--- src/rtl/gpio_link_pkg.sv ---
// Shared types and constants for the GPIO byte-link receiver.
// Latency: n/a (declarations only).
// Backpressure: n/a.
package gpio_link_pkg;

    localparam int ADDR_FLAG_BIT = 8;
    localparam int LINK_W        = 9;

    typedef enum logic [2:0] {
        S_IDLE,
        S_RD_HI,
        S_RD_LO,
        S_INC_HI,
        S_INC_LO,
        S_DECODE,
        S_POLL
    } link_state_e;

    typedef struct packed {
        logic [7:0] port;
        logic [7:0] data;
    } link_event_t;

endpackage

--- src/rtl/link_ev_fifo.sv ---
// Generic first-word-fall-through FIFO with occupancy count.
// Latency: a push is visible at the head on the next cycle.
// Backpressure: push ignored when full, pop ignored when empty.
module link_ev_fifo #(
    parameter int W     = 16,
    parameter int DEPTH = 8,
    localparam int AW   = $clog2(DEPTH)
) (
    input  logic          clk,
    input  logic          rst_n,
    input  logic          push,
    input  logic [W-1:0]  push_dat,
    input  logic          pop,
    output logic [W-1:0]  pop_dat,
    output logic [AW:0]   count,
    output logic          full,
    output logic          empty
);

    logic [W-1:0]  mem_q [DEPTH];
    logic [AW-1:0] wr_ptr_q;
    logic [AW-1:0] rd_ptr_q;
    logic [AW:0]   count_q;
    logic          do_push;
    logic          do_pop;

    assign full    = (count_q == (AW+1)'(DEPTH));
    assign empty   = (count_q == '0);
    assign count   = count_q;
    assign do_push = push && !full;
    assign do_pop  = pop && !empty;
    assign pop_dat = mem_q[rd_ptr_q];

    // Storage array; contents are don't-care until written.
    always_ff @(posedge clk) begin
        if (do_push) begin
            mem_q[wr_ptr_q] <= push_dat;
        end
    end

    // Pointers wrap naturally since DEPTH is a power of two.
    always_ff @(posedge clk or negedge rst_n) begin
        if (!rst_n) begin
            wr_ptr_q <= '0;
            rd_ptr_q <= '0;
            count_q  <= '0;
        end else begin
            if (do_push) wr_ptr_q <= wr_ptr_q + 1'b1;
            if (do_pop)  rd_ptr_q <= rd_ptr_q + 1'b1;
            case ({do_push, do_pop})
                2'b10:   count_q <= count_q + 1'b1;
                2'b01:   count_q <= count_q - 1'b1;
                default: count_q <= count_q;
            endcase
        end
    end

endmodule

--- src/rtl/gpio_link_rx.sv ---
// Strobes the GPIO link, decodes tagged words into (port,data) events. Optional GPIO_LINK_RX_STATS_EN adds counters.
// Latency: 17 clk per word at STROBE_CYC=4; ev_valid one cycle after DECODE.
// Backpressure: stalls in RD_LO (before link_incr) while the event FIFO is full.
module gpio_link_rx
    import gpio_link_pkg::*;
#(
    parameter int STROBE_CYC = 4,
    parameter int POLL_CYC   = 64,
    parameter int EV_DEPTH   = 8
) (
    input  logic              clk,
    input  logic              rst_n,
    input  logic [LINK_W-1:0] link_word,
    input  logic              link_has_data,
    output logic              link_rdclk,
    output logic              link_incr,
    output logic              ev_valid,
    output logic [7:0]        ev_port,
    output logic [7:0]        ev_data,
    input  logic              ev_ready,
    output logic              err_orphan
`ifdef GPIO_LINK_RX_STATS_EN
    ,
    output logic [15:0]       stat_words,
    output logic [15:0]       stat_events,
    output logic [7:0]        stat_orphans
`endif
);

    localparam int CNT_MAX = (POLL_CYC > STROBE_CYC) ? POLL_CYC : STROBE_CYC;
    localparam int CNT_W   = $clog2(CNT_MAX) + 1;
    localparam logic [CNT_W-1:0] STROBE_LAST = CNT_W'(STROBE_CYC - 1);
    localparam logic [CNT_W-1:0] POLL_LAST   = CNT_W'(POLL_CYC - 1);

    link_state_e       state_q, state_d;
    logic [CNT_W-1:0]  cnt_q, cnt_d;
    logic [LINK_W-1:0] word_s1_q, word_s2_q, word_q;
    logic              hd_s1_q, hd_s2_q, has_q;
    logic              rdclk_q, rdclk_d, incr_q, incr_d;
    logic [7:0]        cur_port_q;
    logic              port_valid_q;
    logic              err_q;
    logic              latch, set_port, push, orphan;

    link_event_t                  push_ev, head_ev;
    logic [$clog2(EV_DEPTH):0]    fifo_count;
    logic                         fifo_full, fifo_empty;

    // Two-flop synchronizer for the asynchronous link inputs.
    always_ff @(posedge clk or negedge rst_n) begin
        if (!rst_n) begin
            word_s1_q <= '0;
            word_s2_q <= '0;
            hd_s1_q   <= 1'b0;
            hd_s2_q   <= 1'b0;
        end else begin
            word_s1_q <= link_word;
            word_s2_q <= word_s1_q;
            hd_s1_q   <= link_has_data;
            hd_s2_q   <= hd_s1_q;
        end
    end

    // FSM, phase counter, strobes, decode state and the registered orphan pulse.
    always_ff @(posedge clk or negedge rst_n) begin
        if (!rst_n) begin
            state_q      <= S_IDLE;
            cnt_q        <= '0;
            rdclk_q      <= 1'b0;
            incr_q       <= 1'b0;
            word_q       <= '0;
            has_q        <= 1'b0;
            cur_port_q   <= '0;
            port_valid_q <= 1'b0;
            err_q        <= 1'b0;
        end else begin
            state_q <= state_d;
            cnt_q   <= cnt_d;
            rdclk_q <= rdclk_d;
            incr_q  <= incr_d;
            err_q   <= orphan;
            if (latch) begin
                word_q <= word_s2_q;
                has_q  <= hd_s2_q;
            end
            if (set_port) begin
                cur_port_q   <= word_q[7:0];
                port_valid_q <= 1'b1;
            end
        end
    end

    // Next-state logic; strobes are decoded from the next state so they are glitch-free flops.
    always_comb begin
        state_d  = state_q;
        cnt_d    = cnt_q + 1'b1;
        latch    = 1'b0;
        set_port = 1'b0;
        push     = 1'b0;
        orphan   = 1'b0;
        case (state_q)
            S_IDLE: begin
                state_d = S_RD_HI;
                cnt_d   = '0;
            end
            S_RD_HI: begin
                if (cnt_q == STROBE_LAST) begin
                    latch   = 1'b1;
                    state_d = S_RD_LO;
                    cnt_d   = '0;
                end
            end
            S_RD_LO: begin
                if (cnt_q == STROBE_LAST) begin
                    cnt_d = cnt_q;
                    if (!has_q) begin
                        state_d = S_POLL;
                        cnt_d   = '0;
                    end else if (!fifo_full) begin
                        state_d = S_INC_HI;
                        cnt_d   = '0;
                    end
                end
            end
            S_INC_HI: begin
                if (cnt_q == STROBE_LAST) begin
                    state_d = S_INC_LO;
                    cnt_d   = '0;
                end
            end
            S_INC_LO: begin
                if (cnt_q == STROBE_LAST) begin
                    state_d = S_DECODE;
                    cnt_d   = '0;
                end
            end
            S_DECODE: begin
                state_d = S_RD_HI;
                cnt_d   = '0;
                if (word_q[ADDR_FLAG_BIT]) begin
                    set_port = 1'b1;
                end else if (port_valid_q) begin
                    push = 1'b1;
                end else begin
                    orphan = 1'b1;
                end
            end
            S_POLL: begin
                if (cnt_q == POLL_LAST) begin
                    state_d = S_RD_HI;
                    cnt_d   = '0;
                end
            end
            default: begin
                state_d = S_IDLE;
                cnt_d   = '0;
            end
        endcase
        rdclk_d = (state_d == S_RD_HI);
        incr_d  = (state_d == S_INC_HI);
    end

    assign push_ev.port = cur_port_q;
    assign push_ev.data = word_q[7:0];

    link_ev_fifo #(
        .W     ($bits(link_event_t)),
        .DEPTH (EV_DEPTH)
    ) u_fifo (
        .clk      (clk),
        .rst_n    (rst_n),
        .push     (push),
        .push_dat (push_ev),
        .pop      (ev_ready),
        .pop_dat  (head_ev),
        .count    (fifo_count),
        .full     (fifo_full),
        .empty    (fifo_empty)
    );

    assign link_rdclk = rdclk_q;
    assign link_incr  = incr_q;
    assign err_orphan = err_q;
    assign ev_valid   = (fifo_count != '0);
    // Head is masked while empty so the outputs read zero instead of stale storage.
    assign ev_port    = fifo_empty ? 8'h00 : head_ev.port;
    assign ev_data    = fifo_empty ? 8'h00 : head_ev.data;

`ifdef GPIO_LINK_RX_STATS_EN
    logic [15:0] stat_words_q, stat_events_q;
    logic [7:0]  stat_orph_q;

    // Activity counters: words and events wrap, orphans saturate.
    always_ff @(posedge clk or negedge rst_n) begin
        if (!rst_n) begin
            stat_words_q  <= '0;
            stat_events_q <= '0;
            stat_orph_q   <= '0;
        end else begin
            if (state_q == S_DECODE) stat_words_q <= stat_words_q + 1'b1;
            if (push) stat_events_q <= stat_events_q + 1'b1;
            if (orphan && (stat_orph_q != 8'hFF)) stat_orph_q <= stat_orph_q + 1'b1;
        end
    end

    assign stat_words   = stat_words_q;
    assign stat_events  = stat_events_q;
    assign stat_orphans = stat_orph_q;
`endif

endmodule

--- config.mk ---
export PLATFORM = sky130hd
export DESIGN_NAME = gpio_link_rx
export DESIGN_NICKNAME = d
export VERILOG_FILES = /design/src/rtl/gpio_link_pkg.sv /design/src/rtl/link_ev_fifo.sv /design/src/rtl/gpio_link_rx.sv
export SDC_FILE = /design/constraint.sdc
export NUM_CORES = 1
export LEC_CHECK = 0
export ABC_CLOCK_PERIOD_IN_PS = 3600
export BUFFER_PORTS_ARGS = -buffer_cell sky130_fd_sc_hd__buf_2
export CORE_MARGIN = 1
export CORE_UTILIZATION = 55
export DETAILED_ROUTE_END_ITERATION = 7
export GPL_ROUTABILITY_DRIVEN = 0
export GPL_TIMING_DRIVEN = 0
export PLACE_DENSITY = 0.81
export REMOVE_ABC_BUFFERS = 1
export SETUP_SLACK_MARGIN = 0.3
export SYNTH_ARGS = -nofsm -noshare
export SYNTH_HDL_FRONTEND = slang
export SYNTH_SLANG_ARGS = --single-unit
--- constraint.sdc ---
create_clock -name clk -period 3.6 [get_ports clk]
set_input_delay 0.36 -clock clk [delete_from_list [all_inputs] [get_ports clk]]
set_output_delay 0.36 -clock clk [all_outputs]
set_load 0.05 [all_outputs]
==> impl_metrics.json <==
{
  "synth_flop_cell": "edfxtp_1",
  "synth_edf_count": 128,
  "fin_crit_ps": 2910,
  "netlist_top_cells_area": "edfxtp_1 52%, dfrtp_1 21%, mux4_2 9.7%",
  "total_power_w": 0.00720,
  "area_delta_synth_final_pct": 14.7,
  "grtUsageTotal_pct": 20.4,
  "drc": 0,
  "fin_crit_sh_pct": 80.9,
  "final_nets": 461,
  "max-cap-violations": 0,
  "crit_path_cell_trace": "nor4bb_1 > and3_1 > inv_2 > nor4b_2 > buf_4",
  "cellPowerDensity_nw_per_um2": 847,
  "max_stage_delay_ps": 860,
  "drive_above_1_share_pct": 28.6,
  "synth_cells": 397,
  "finalHoldViolations": 0,
  "clk_root_buffer_cell": "clkbuf_16",
  "hold_slack_ps": 1.93,
  "fin_util_pct": 64.5,
  "max_clock_freq_mhz": 343,
  "htree_levels": 4,
  "die_h_um": 118,
  "reg2reg_from": "state_q[0]",
  "finalNonFillerCells": 631,
  "core_um2": 13200,
  "outcome": "complete, no violations",
  "ant_nets": 0,
  "cts.path.max_buffers": 2,
  "pin_count": 33,
  "cts_num_sinks": 190,
  "die-area_um2": 14000,
  "r2r_slack_ps": 690,
  "initial_core_util_pct": 56.2,
  "rsz0062_at_grt": "false",
  "ir_drop_mv": 0.523,
  "cts_buffers": 17,
  "yosysSeqAreaShare_pct": 72.8,
  "synth_top_area_share_pct": 51.8,
  "io_buffers": 32,
  "hold_buffers": 0,
  "ys_ff_latch": 190,
  "cts_resized": 0,
  "hold_path.class": "in -> async",
  "p_leak_nw": 3.13,
  "dp_cells": 599,
  "drt-total-wl_um": 12800,
  "multiInputGateArea_um2": 1950,
  "antenna_cells": 0,
  "ys_types": 54,
  "cp.arrival_ps": 3040,
  "drtIter0Drc": 203,
  "clk_pin_slew_ps": 60,
  "grt_max_degree": 63,
  "async_reset_ff_share_pct": 32.6,
  "rows": 42,
  "ys_warn_count": 0,
  "reg2reg_depth": 5,
  "routed_via_density": 5.70,
  "crit_slowest_cell": "nor4b_2",
  "final_max_slew_viol_count": 0,
  "netlist_area_um2": 7410,
  "final_common_cell": "edfxtp_1",
  "tightestPinTransition_ps": 1110,
  "rr_endpoint": "u_fifo.mem_q[2][11]",
  "worstSkewPairLatency_ps": 430,
  "cts_tree": "yes",
  "synth.largest_area_cell": "edfxtp_1",
  "vias": 3598,
  "end_kind": "flop",
  "synth.avg_cell_area_um2": 18.7,
  "crit_fanout": 11,
  "setup_viol": 0,
  "dr.pass1.iters": 4,
  "crit_type": "reg -> reg",
  "dpl.hpwl_um": 8050,
  "die_w_um": 118,
  "antenna_found_initial": 0,
  "grt_first_pass_wirelength_um": 20700,
  "start_kind": "flop",
  "layout_common_cells": "128 x edfxtp_1, 60 x dfrtp_1, 32 x mux4_2, 31 x buf_2, 20 x nor2_1",
  "avgRoutedWirePerCell_um": 20.3,
  "grt_pass1_vias": 3812,
  "post-cts-setup-buffer-count": 0,
  "grt.overflow.total": 0,
  "timing.max_slew.rel_slack_pct": 26.0,
  "regArea_um2": 5400,
  "fin_worst_skew_ps": 7.46,
  "crit_required_ps": 3730,
  "nFillCells": 873
}
report_power, final:
group	leakage, nW	total [W]	switching [W]	internal (W)
Clock	0.280	0.00183	0.000775	0.00106
Sequential	1.92	0.00334	0.000567	0.00277
Combinational	0.928	0.00203	0.00117	0.000860
through the flow:
step	setup TNS [ps]	cell area, um2	setup slack (ps)
2_1_floorplan	0	7320	291
3_3_place_gp	-51150	7700	-1300
3_5_place_dp	0	7910	782
4_1_cts	0	8500	649
5_1_grt	0	8500	465
6_report	0	8500	686
critical path, delay by kind of cell (launching register included):
family | cells | cell delay (ps)
flip-flops | 1 | 510
AND/OR/NAND/NOR | 3 | 1640
buffers and inverters | 2 | 470
state kept, by name (all words and copies together), names as in the netlist:
| register | flops |
|---|---|
| err_orphan | 1 |
| word_q | 9 |
| port_valid_q | 1 |
| hd_s1_q | 1 |
| cur_port_q | 8 |
| state_q | 3 |
| u_fifo.mem_q | 128 |
| has_q | 1 |
| link_incr | 1 |
| cnt_q | 7 |
| hd_s2_q | 1 |
| u_fifo.rd_ptr_q | 3 |
| word_s1_q | 9 |
| u_fifo.count | 4 |
| word_s2_q | 9 |
| link_rdclk | 1 |
| u_fifo.wr_ptr_q | 3 |
cells in the mapped netlist (3+ instances only):
library cell and number:
edfxtp_1 128, dfrtp_1 62, mux4_2 32, nor2_1 22
mux2_1 19, mux2i_1 16, clkbuf_1 13, nand2_1 10
xor2_1 7, ha_1 6, inv_1 5, nor3_1 5
xnor2_1 5, nand2b_1 4, nor2b_1 4, a21oi_1 3
a21oi_2 3, buf_2 3, nand3_1 3, nor3b_1 3
logic make-up after synthesis:
family	synth area share, %
flip-flops	72.8
XOR/XNOR	1.42
AO/OA/AOI/OAI	2.40
buffers and inverters	1.62
AND/OR/NAND/NOR	5.57
multiplexers	15.2
adder cells (fa/ha/maj)	1.01
metal layers:
layer / track usage, % / routed length [um]
met4: 9.38 / 291
met3: 4.51 / 485
met1: 23.7 / 5140
met5: 0 / 0
met2: 36.2 / 6910
cell type report:
type                    instances  share of cell area, %
clock buffers                  19                   5.33
clock inverters                13                   1.60
inverters                       7                  0.309
multi-input cells             180                   22.9
flip-flops and latches        190                   63.5
well taps                     176                   2.59
repair buffers                 46                   3.83
how the worst max path moves through the flow:
stage,startpoint,end,slack (ps),cells past startpoint
floorplan,state_q[0],u_fifo.mem_q[2][0],290,4
global placement,state_q[0],u_fifo.mem_q[2][9],-1300,4
detailed placement,state_q[0],u_fifo.mem_q[2][9],780,5
CTS,state_q[0],u_fifo.mem_q[2][11],650,5
global route,state_q[0],u_fifo.mem_q[2][11],460,5
finish,state_q[0],u_fifo.mem_q[2][11],690,5
Note: power is estimated with default switching activity, not from simulation.
